## src/rtl/mem_port_arbiter_pkg.sv

```systemverilog
// Shared owner codes, size encodings and grant-FSM types for mem_port_arbiter.
// Size encodings on the memory port: 0 = byte, 1 = half, 2 = word.
package mem_port_arbiter_pkg;

   localparam logic       ARB_OWNER_INST = 1'b0;
   localparam logic       ARB_OWNER_DATA = 1'b1;
   localparam logic [1:0] SIZE_WORD      = 2'd2;

   typedef enum logic {
      ST_IDLE   = 1'b0,
      ST_LOCKED = 1'b1
   } arb_state_t;

   typedef struct packed {
      logic        wr;
      logic [1:0]  size;
      logic [3:0]  wstrb;
      logic [31:0] addr;
      logic [31:0] wdata;
   } mem_cmd_t;

endpackage

```

## src/rtl/arb_tracker_fifo.sv

```systemverilog
// In-order tracker of accepted memory transactions: one {owner, discard} entry per
// outstanding request; flush_inst marks every instruction entry as discarded.
module arb_tracker_fifo
   import mem_port_arbiter_pkg::*;
#(
   parameter int DEPTH = 2
) (
   input  logic clk,
   input  logic reset,
   input  logic push,
   input  logic push_owner,
   input  logic push_discard,
   input  logic pop,
   input  logic flush_inst,
   output logic head_owner,
   output logic head_discard,
   output logic full,
   output logic empty
);

   localparam int PW = (DEPTH > 1) ? $clog2(DEPTH) : 1;
   localparam int CW = $clog2(DEPTH + 1);

   logic [DEPTH-1:0] r_owner;
   logic [DEPTH-1:0] r_discard;
   logic [PW-1:0]    r_rd_ptr;
   logic [PW-1:0]    r_wr_ptr;
   logic [CW-1:0]    r_count;
   logic [PW-1:0]    w_rd_next;
   logic [PW-1:0]    w_wr_next;

   assign w_rd_next    = (r_rd_ptr == PW'(DEPTH - 1)) ? '0 : r_rd_ptr + PW'(1);
   assign w_wr_next    = (r_wr_ptr == PW'(DEPTH - 1)) ? '0 : r_wr_ptr + PW'(1);
   assign full         = (r_count == CW'(DEPTH));
   assign empty        = (r_count == '0);
   assign head_owner   = r_owner[r_rd_ptr];
   assign head_discard = r_discard[r_rd_ptr];

   always_ff @(posedge clk) begin
      if (reset) begin
         r_rd_ptr <= '0;
         r_wr_ptr <= '0;
         r_count  <= '0;
      end else begin
         if (push) r_wr_ptr <= w_wr_next;
         if (pop)  r_rd_ptr <= w_rd_next;
         if (push && !pop)      r_count <= r_count + CW'(1);
         else if (pop && !push) r_count <= r_count - CW'(1);
      end
   end

   // NOTE: entry storage has no reset; only slots between the pointers are ever read.
   always_ff @(posedge clk) begin
      for (int i = 0; i < DEPTH; i++) begin
         if (flush_inst && r_owner[i] == ARB_OWNER_INST) r_discard[i] <= 1'b1;
      end
      if (push) begin
         r_owner[r_wr_ptr]   <= push_owner;
         r_discard[r_wr_ptr] <= push_discard;
      end
   end

endmodule

```

## src/rtl/mem_port_arbiter.sv

```systemverilog
// Shares one sram-like memory port between instruction fetch and EXE data requests.
// Define MEM_ARB_RR_EN for round-robin arbitration; otherwise DATA has fixed priority.
module mem_port_arbiter
   import mem_port_arbiter_pkg::*;
#(
   parameter int OUTSTANDING = 2
) (
   input  logic        clk,
   input  logic        reset,
   input  logic        flush,
   input  logic        inst_req,
   input  logic [31:0] inst_addr,
   output logic        inst_addr_ok,
   output logic        inst_data_ok,
   output logic [31:0] inst_rdata,
   input  logic        data_req,
   input  logic        data_wr,
   input  logic [1:0]  data_size,
   input  logic [3:0]  data_wstrb,
   input  logic [31:0] data_addr,
   input  logic [31:0] data_wdata,
   output logic        data_addr_ok,
   output logic        data_data_ok,
   output logic [31:0] data_rdata,
   output logic        mem_req,
   output logic        mem_wr,
   output logic [1:0]  mem_size,
   output logic [3:0]  mem_wstrb,
   output logic [31:0] mem_addr,
   output logic [31:0] mem_wdata,
   input  logic        mem_addr_ok,
   input  logic        mem_data_ok,
   input  logic [31:0] mem_rdata
);

   arb_state_t r_state;
   arb_state_t w_next_state;
   mem_cmd_t   r_cmd;
   mem_cmd_t   w_cmd;
   logic       r_owner;
   logic       r_lock_discard;
   logic       w_sel_data;
   logic       w_owner;
   logic       w_locked;
   logic       w_mem_req;
   logic       w_accept;
   logic       w_pop;
   logic       w_push_discard;
   logic       w_full;
   logic       w_empty;
   logic       w_head_owner;
   logic       w_head_discard;

`ifdef MEM_ARB_RR_EN
   logic r_last_owner;

   always_ff @(posedge clk) begin
      if (reset)         r_last_owner <= ARB_OWNER_DATA;
      else if (w_accept) r_last_owner <= w_owner;
   end

   assign w_sel_data = data_req & (~inst_req | (r_last_owner == ARB_OWNER_INST));
`else
   assign w_sel_data = data_req;
`endif

   always_ff @(posedge clk) begin
      if (reset) r_state <= ST_IDLE;
      else       r_state <= w_next_state;
   end

   always_comb begin
      w_next_state = r_state;
      case (r_state)
         ST_IDLE:   if (w_mem_req && !mem_addr_ok) w_next_state = ST_LOCKED;
         ST_LOCKED: if (mem_addr_ok) w_next_state = ST_IDLE;
         default:   w_next_state = ST_IDLE;
      endcase
   end

   // NOTE: every signal gets a value on every path here, so no latches are inferred.
   always_comb begin
      w_locked  = (r_state == ST_LOCKED);
      w_mem_req = ~reset & (w_locked | (~w_full & (inst_req | data_req)));
      if (w_locked) begin
         w_owner = r_owner;
         w_cmd   = r_cmd;
      end else if (w_sel_data) begin
         w_owner = ARB_OWNER_DATA;
         w_cmd   = '{wr: data_wr, size: data_size, wstrb: data_wstrb,
                     addr: data_addr, wdata: data_wdata};
      end else begin
         w_owner = ARB_OWNER_INST;
         w_cmd   = '{wr: 1'b0, size: SIZE_WORD, wstrb: 4'h0, addr: inst_addr, wdata: 32'h0};
      end
      if (!w_mem_req) w_cmd = '0;
   end

   // A request that enters LOCKED during a flush is already stale, so it is marked too.
   always_ff @(posedge clk) begin
      if (reset) begin
         r_owner        <= ARB_OWNER_INST;
         r_cmd          <= '0;
         r_lock_discard <= 1'b0;
      end else if (r_state == ST_IDLE) begin
         if (w_mem_req && !mem_addr_ok) begin
            r_owner        <= w_owner;
            r_cmd          <= w_cmd;
            r_lock_discard <= flush & (w_owner == ARB_OWNER_INST);
         end
      end else if (mem_addr_ok) begin
         r_lock_discard <= 1'b0;
      end else if (flush && r_owner == ARB_OWNER_INST) begin
         r_lock_discard <= 1'b1;
      end
   end

   assign w_accept       = w_mem_req & mem_addr_ok;
   assign w_pop          = ~reset & mem_data_ok & ~w_empty;
   assign w_push_discard = (w_owner == ARB_OWNER_INST) & (flush | (w_locked & r_lock_discard));

   arb_tracker_fifo #(.DEPTH(OUTSTANDING)) u_tracker (
      .clk          (clk),
      .reset        (reset),
      .push         (w_accept),
      .push_owner   (w_owner),
      .push_discard (w_push_discard),
      .pop          (w_pop),
      .flush_inst   (flush),
      .head_owner   (w_head_owner),
      .head_discard (w_head_discard),
      .full         (w_full),
      .empty        (w_empty)
   );

   assign mem_req      = w_mem_req;
   assign mem_wr       = w_cmd.wr;
   assign mem_size     = w_cmd.size;
   assign mem_wstrb    = w_cmd.wstrb;
   assign mem_addr     = w_cmd.addr;
   assign mem_wdata    = w_cmd.wdata;

   assign inst_addr_ok = w_accept & (w_owner == ARB_OWNER_INST) & ~flush
                         & ~(w_locked & r_lock_discard);
   assign data_addr_ok = w_accept & (w_owner == ARB_OWNER_DATA);
   assign inst_data_ok = w_pop & (w_head_owner == ARB_OWNER_INST) & ~w_head_discard;
   assign data_data_ok = w_pop & (w_head_owner == ARB_OWNER_DATA);
   assign inst_rdata   = reset ? 32'h0 : mem_rdata;
   assign data_rdata   = reset ? 32'h0 : mem_rdata;

endmodule

```

## config.mk

```make
export PLATFORM = sky130hd
export DESIGN_NAME = mem_port_arbiter
export DESIGN_NICKNAME = d
export VERILOG_FILES = /design/src/rtl/mem_port_arbiter_pkg.sv /design/src/rtl/arb_tracker_fifo.sv /design/src/rtl/mem_port_arbiter.sv
export SDC_FILE = /design/constraint.sdc
export NUM_CORES = 1
export LEC_CHECK = 0
export BUFFER_PORTS_ARGS = -buffer_cell sky130_fd_sc_hd__buf_2
export CELL_PAD_IN_SITES_DETAIL_PLACEMENT = 2
export CELL_PAD_IN_SITES_GLOBAL_PLACEMENT = 2
export CORE_ASPECT_RATIO = 0.8
export CORE_MARGIN = 1
export CORE_UTILIZATION = 24
export CTS_CLUSTER_SIZE = 28
export DETAILED_ROUTE_END_ITERATION = 6
export GPL_ROUTABILITY_DRIVEN = 0
export PLACE_DENSITY_LB_ADDON = 0.1
export SETUP_SLACK_MARGIN = 0.05
export SLEW_MARGIN = 20
export SYNTH_ARGS = -nofsm -noshare
export SYNTH_HDL_FRONTEND = slang
export SYNTH_SLANG_ARGS = --single-unit
```

## constraint.sdc

```tcl
create_clock -name clk -period 4.5 [get_ports clk]
set_input_delay 0.9 -clock clk [delete_from_list [all_inputs] [get_ports clk]]
set_output_delay 0.9 -clock clk [all_outputs]
set_load 0.03 [all_outputs]
```

======== Word level (Yosys, flattened, before mapping) ========
Cells that the tools add are included.
operators by class
  $lt $le $gt $ge ......................... 3
  bitwise operators ....................... 30
  multiplexer cells ....................... 28
  reduce and logical (&&, ||, !) cells .... 15
  $add $sub $neg .......................... 4
  eq/ne operators ......................... 2
operators with widths
  kind                                                                          number
  71-bit 2-to-1 mux                                                             3
  32-bit 2-to-1 mux                                                             1
  1-bit 2-to-1 mux                                                              17
  1-bit bitwise AND                                                             15
  1-bit NOT                                                                     12
  1-bit logical AND                                                             7
  2-bit 2-to-1 mux                                                              3
  2-bit bitwise mux                                                             2
  1-bit by 2-bit less-than comparator with 1-bit output, second input constant  2
  2-bit AND reduction                                                           2
  2-bit nonzero test                                                            2
  1-bit logical NOT                                                             3
  3-bit by 2-bit != test with 1-bit output, second input constant               1
  1-bit OR                                                                      3
  1-bit adder, second input constant                                            2
  2-bit by 1-bit adder with 2-bit output, second input constant                 1
  2-bit == test, second input constant                                          1
  2-bit logical NOT                                                             1
  1-bit case mux with 2 select lines                                            1
  2-bit by 1-bit subtractor with 2-bit output, second input constant            1
  1-bit demux with 1-bit select                                                 1
  1-bit greater-or-equal comparator, second input constant                      1
storage, ports and cells
  register bits ........................... 82
  input port bits ......................... 142
  output and inout port bits .............. 140
  logic and storage cells ................. 95

======== Logic depth before layout (Yosys ltp) ========
  depth in word-level cells ............... 10
  depth in mapped cells ................... 10
  gate-level depth less buffers ........... 8

======== Hierarchy ========
From an unflattened synthesis, not the netlist that was laid out.
unflattened totals
  cells, all modules ...................... 731
  area, all modules ....................... 5,356.4 µm²
by module, submodules not included
  module            seq. area each (µm²)  times used  area an instance (µm²)  cells an instance
  mem_port_arbiter  1,481.4               1           5,016.1                 695
  arb_tracker_fifo  180.2                 1           340.3                   36

======== Worst setup path before layout ========
No wires, ideal clock.
  path type ............................... input port to output port
  from .................................... in data_req
  to ...................................... out inst_addr_ok
  stages .................................. 5
  path buffers ............................ 1
  path slack .............................. 1,344 ps
  data arrival time ....................... 2,256 ps
  data required time ...................... 3,600 ps
  cell sequence ........................... nor2_1 > o21ba_2 > or2_1 > buf_2 > nor3_1
between the ends
  word-level cells in the longest chain between the ends .. 8
  elaborated cells on any way between the ends .. 11
  those cells by class .................... mux: 2; bitwise: 9
RTL lines
  what                               RTL line                 source
  start: declaration                 mem_port_arbiter.sv:16   input logic data_req,
  1-bit OR                           mem_port_arbiter.sv:84   w_mem_req = ~reset & (w_locked | (~w_full & (inst_req | data_req)));
  1-bit bitwise AND                  mem_port_arbiter.sv:84
  1-bit OR                           mem_port_arbiter.sv:84
  1-bit bitwise AND                  mem_port_arbiter.sv:84
  1-bit bitwise AND                  mem_port_arbiter.sv:118  assign w_accept = w_mem_req & mem_addr_ok;
  1-bit bitwise AND * (2 in series)  mem_port_arbiter.sv:143  assign inst_addr_ok = w_accept & (w_owner == ARB_OWNER_INST) & ~flush
  1-bit bitwise AND *                mem_port_arbiter.sv:144  & ~(w_locked & r_lock_discard);
  end: declaration                   mem_port_arbiter.sv:13   output logic inst_addr_ok,
Mark *: on every way between the ends. The rest lies on a longest branch, timed or not.

======== Worst setup path after layout ========
  from .................................... in data_req
  to ...................................... out mem_addr[27]
between the ends
  word-level cells in the longest chain between the ends .. 5
  elaborated cells on any way between the ends .. 7
  those cells by class .................... mux: 3; bitwise: 4
RTL lines
  what                 RTL line                source
  1-bit OR             mem_port_arbiter.sv:84
  1-bit bitwise AND    mem_port_arbiter.sv:84
  1-bit OR             mem_port_arbiter.sv:84
  1-bit bitwise AND    mem_port_arbiter.sv:84
  71-bit 2-to-1 mux *  mem_port_arbiter.sv:96  if (!w_mem_req) w_cmd = '0;
  end: declaration     mem_port_arbiter.sv:29  output logic [31:0] mem_addr,
Marks and branches as above.

==> results.tsv <==
stage	metric	value	unit
status	status	finished clean	
power_and_ir_drop	Int Pwr	1.50	mW
routing	iteration-0 DRC count of the detailed router	251	
sta	Slew headroom	43.9	%
global_routing	initial antenna violation count	3	
power_and_ir_drop	combinational power share	30.0	%
die	Die ar.	21400	µm²
synthesis	Ys Warns	0	
synthesis	Post-Synthesis Net Count	873	
setup_path	type of origin of the critical path	primary input	
power_and_ir_drop	Reg power frac	36.2	%
die	Cell Rows	46	
global_routing	grt met1 use	20.8	%
clock_tree	clk slew on worst S/H paths	0.07	ns
clock_tree	Clock Path Buffers	2	
die	core area	20100	µm²
synthesis	sequential area share after synthesis	33.2	%
worst_hold_path	worst min path class	flop to flop	
global_routing	first-pass GRT wire length	31.2	mm
global_routing	largest net degree at the start of global routing	80	
power_and_ir_drop	total power	2.34	mW
placement	placed cell area	6300	µm²
sta	setup violators final	0	
placement	Final HPWL DP	14.5	mm
routing	Pre-antenna DRT Iters	4	
power_and_ir_drop	pwr dens	353	nW/µm²
clock_tree	CTS Root Cell	clkbuf_16	
sta	period utilization	81.8	%
die	Die Ht	131	µm
routing	Final Routed Wirelength	19.9	mm
layout	NumNets Final	1077	
power_and_ir_drop	clock power share	33.8	%
global_routing	grt ovf	0	
global_routing	met3 usage	4.04	%
clock_tree	cts bufs inserted	9	
clock_tree	hold buffers post-CTS	0	
clock_tree	clock sink count	82	
placement	input/output buffers	281	
global_routing	GR Layer Usage met2	34.3	%
setup_path	crit path DAT	2.78	ns
sta	TNS Setup	0	ns
clock_tree	CTS tree	built	
power_and_ir_drop	Max VDD drop	0.000148	V
run	max cap viols	0	
sta	Max Clk Rate	0.272	GHz
layout	most frequent cells in the layout	buf_2, nor2_1, a21oi_1, dfxtp_1, nand2_1	
layout	Final Util	32.9	%
synthesis	register bit total from synthesis	82	
sta	crit path time final	3.68	ns
global_routing	Tot GR Track Use	18.3	%
sta	Final Hold Fails	0	
sta	RSZ-0062 raised after global routing	false	
sta	Post-Route Skew	0.0109	ns
die	IO Count	282	
sta	Worst-Margin Slew	0.842	ns
clock_tree	H-tree depth	3	
setup_path	CP required	3.60	ns
layout	most common cell after layout, fill and taps aside	buf_2	
setup_path	crit end category	primary output	
clock_tree	postcts setup bufs	0	
power_and_ir_drop	Leakage Power	3.21	nW
synthesis	netlist area before placement	5010	µm²
placement	Cells after DPL	1187	
global_routing	vias in the first global route	6065	
synthesis	Yosys cell types	37	
routing	Routed Antenna Nets	0	
die	Initial Util	24.9	%
routing	WL/cell	16.5	µm
clock_tree	Worst-Skew Late Latency	0.34	ns
routing	vias per cell	4.77	
layout	final std cells w/o fill	1205	
routing	drt drc	0	
synthesis	Mean Syn Cell Area	6.86	µm²
sta	Slew Limit Fails	0	
synthesis	Synth Instances	730	
power_and_ir_drop	Net Sw Power	0.838	mW
clock_tree	post-CTS resize count	0	
power_and_ir_drop	Switching Fraction	35.8	%
global_routing	Top Usage Layer GRT	met2	
layout	area grow syn2layout	32.2	%
die	die width	163	µm
setup_path	crit path max fanout	42	
routing	Vias	5745	
layout	layout cells sized above 1	33.3	%
setup_path	critical setup path kind	primary input to primary output	
layout	post-route cell area	6620	µm²
==> cells in the mapped netlist <==
library cell / count / area, µm²
buf_1: 7 / 26.3
a211oi_2: 1 / 12.5
or3_1: 1 / 6.26
nor2b_1: 34 / 213
nand3_1: 38 / 190
mux2i_1: 35 / 350
o21ba_2: 1 / 10.0
nor3b_1: 1 / 7.51
nand2b_1: 1 / 6.26
a31oi_1: 1 / 6.26
nor4_4: 1 / 21.3
clkbuf_1: 29 / 109
a21o_1: 1 / 7.51
o21ai_0: 3 / 15.0
nor2b_2: 1 / 8.76
xor2_1: 3 / 26.3
buf_6: 1 / 11.3
dfxtp_1: 80 / 1600
a211o_1: 1 / 8.76
o31ai_1: 1 / 7.51
or2_1: 1 / 6.26
nor3_1: 3 / 15.0
o311ai_0: 1 / 8.76
or4_1: 2 / 15.0
ha_1: 1 / 12.5
and3_1: 1 / 6.26
mux2_2: 1 / 11.3
a21oi_1: 113 / 566
or2_2: 2 / 12.5
edfxtp_1: 2 / 60.1
buf_2: 25 / 125
a22oi_1: 1 / 7.51
nor2_1: 186 / 698
a211oi_1: 33 / 248
nand2_1: 76 / 285
buf_4: 35 / 263
inv_1: 6 / 22.5
==> routing by layer <==
layer | vias to the layer above | routed length (µm)
met3 | 10 | 1010
met1 | 2791 | 8600
li1 | 2806 | -
met5 | - | 13
met2 | 136 | 10100
met4 | 2 | 105
==> metrics by stage <==
stage	worst slack (ns)	hold WS, ns
after floorplan	1.34	0.437
after detailed placement	0.798	0.454
after global routing	0.619	0.481
after CTS	0.780	0.464
after global placement	0.879	0.442
final	0.819	0.459
==> path summary, 6_finish.rpt <==
kind | start | to | slack, ns | cells after the start
max | data_req | mem_addr[27] | 0.82 | 7
min | r_cmd[20] | r_cmd[20] | 0.46 | 2
max reg2reg | r_state | u_tracker.r_count[1] | 1.46 | 7
min reg2reg | r_cmd[20] | r_cmd[20] | 0.46 | 2
==> cells by family (layout without fill, tap and decap cells) <==
kind of cell / after synthesis / count (layout) / share of synthesized area (%)
compound gates: 157 / 157 / 17.9
simple gates: 348 / 348 / 29.8
other cells: 0 / 2 / 0
mux: 36 / 36 / 7.22
fa+ha+maj: 1 / 1 / 0.250
xor+xnor: 3 / 3 / 0.525
flops: 82 / 82 / 33.2
buf+inv: 103 / 312 / 11.1
==> critical path: stages <==
cell	delay, ns
buf_4	0.12
nor2_1	0.30
o21ba_2	0.22
or2_2	0.63
buf_12	0.30
nor2_1	0.09
buf_2	0.18
==> flip-flops by register name (all words and copies together) (netlist names) <==
register             cells
r_lock_discard           1
r_state                  1
r_cmd                   71
u_tracker.r_wr_ptr       1
u_tracker.r_rd_ptr       1
u_tracker.r_discard      2
r_owner                  1
u_tracker.r_count        2
u_tracker.r_owner        2
==> power by group through the flow <==
stage / registers, mW / logic, mW / clock network (mW)
global route: 0.854 / 0.770 / 0.845
CTS: 0.846 / 0.716 / 0.822
global placement: 0.857 / 0.684 / 0
floorplan: 0.835 / 0.519 / 0
finish: 0.845 / 0.702 / 0.791
detailed placement: 0.861 / 0.713 / 0
==> layout make-up <==
class | count | area (µm²)
flip-flops and latches | 82 | 1670
diodes | 2 | 5.00
well taps | 264 | 330
multi-input cells | 545 | 2790
inverters | 6 | 22.5
fillers | 2510 | 13500
clock inverters | 3 | 45.0
clock buffers | 13 | 272
repair buffers | 290 | 1490
Power figures use the tool's default switching activity.
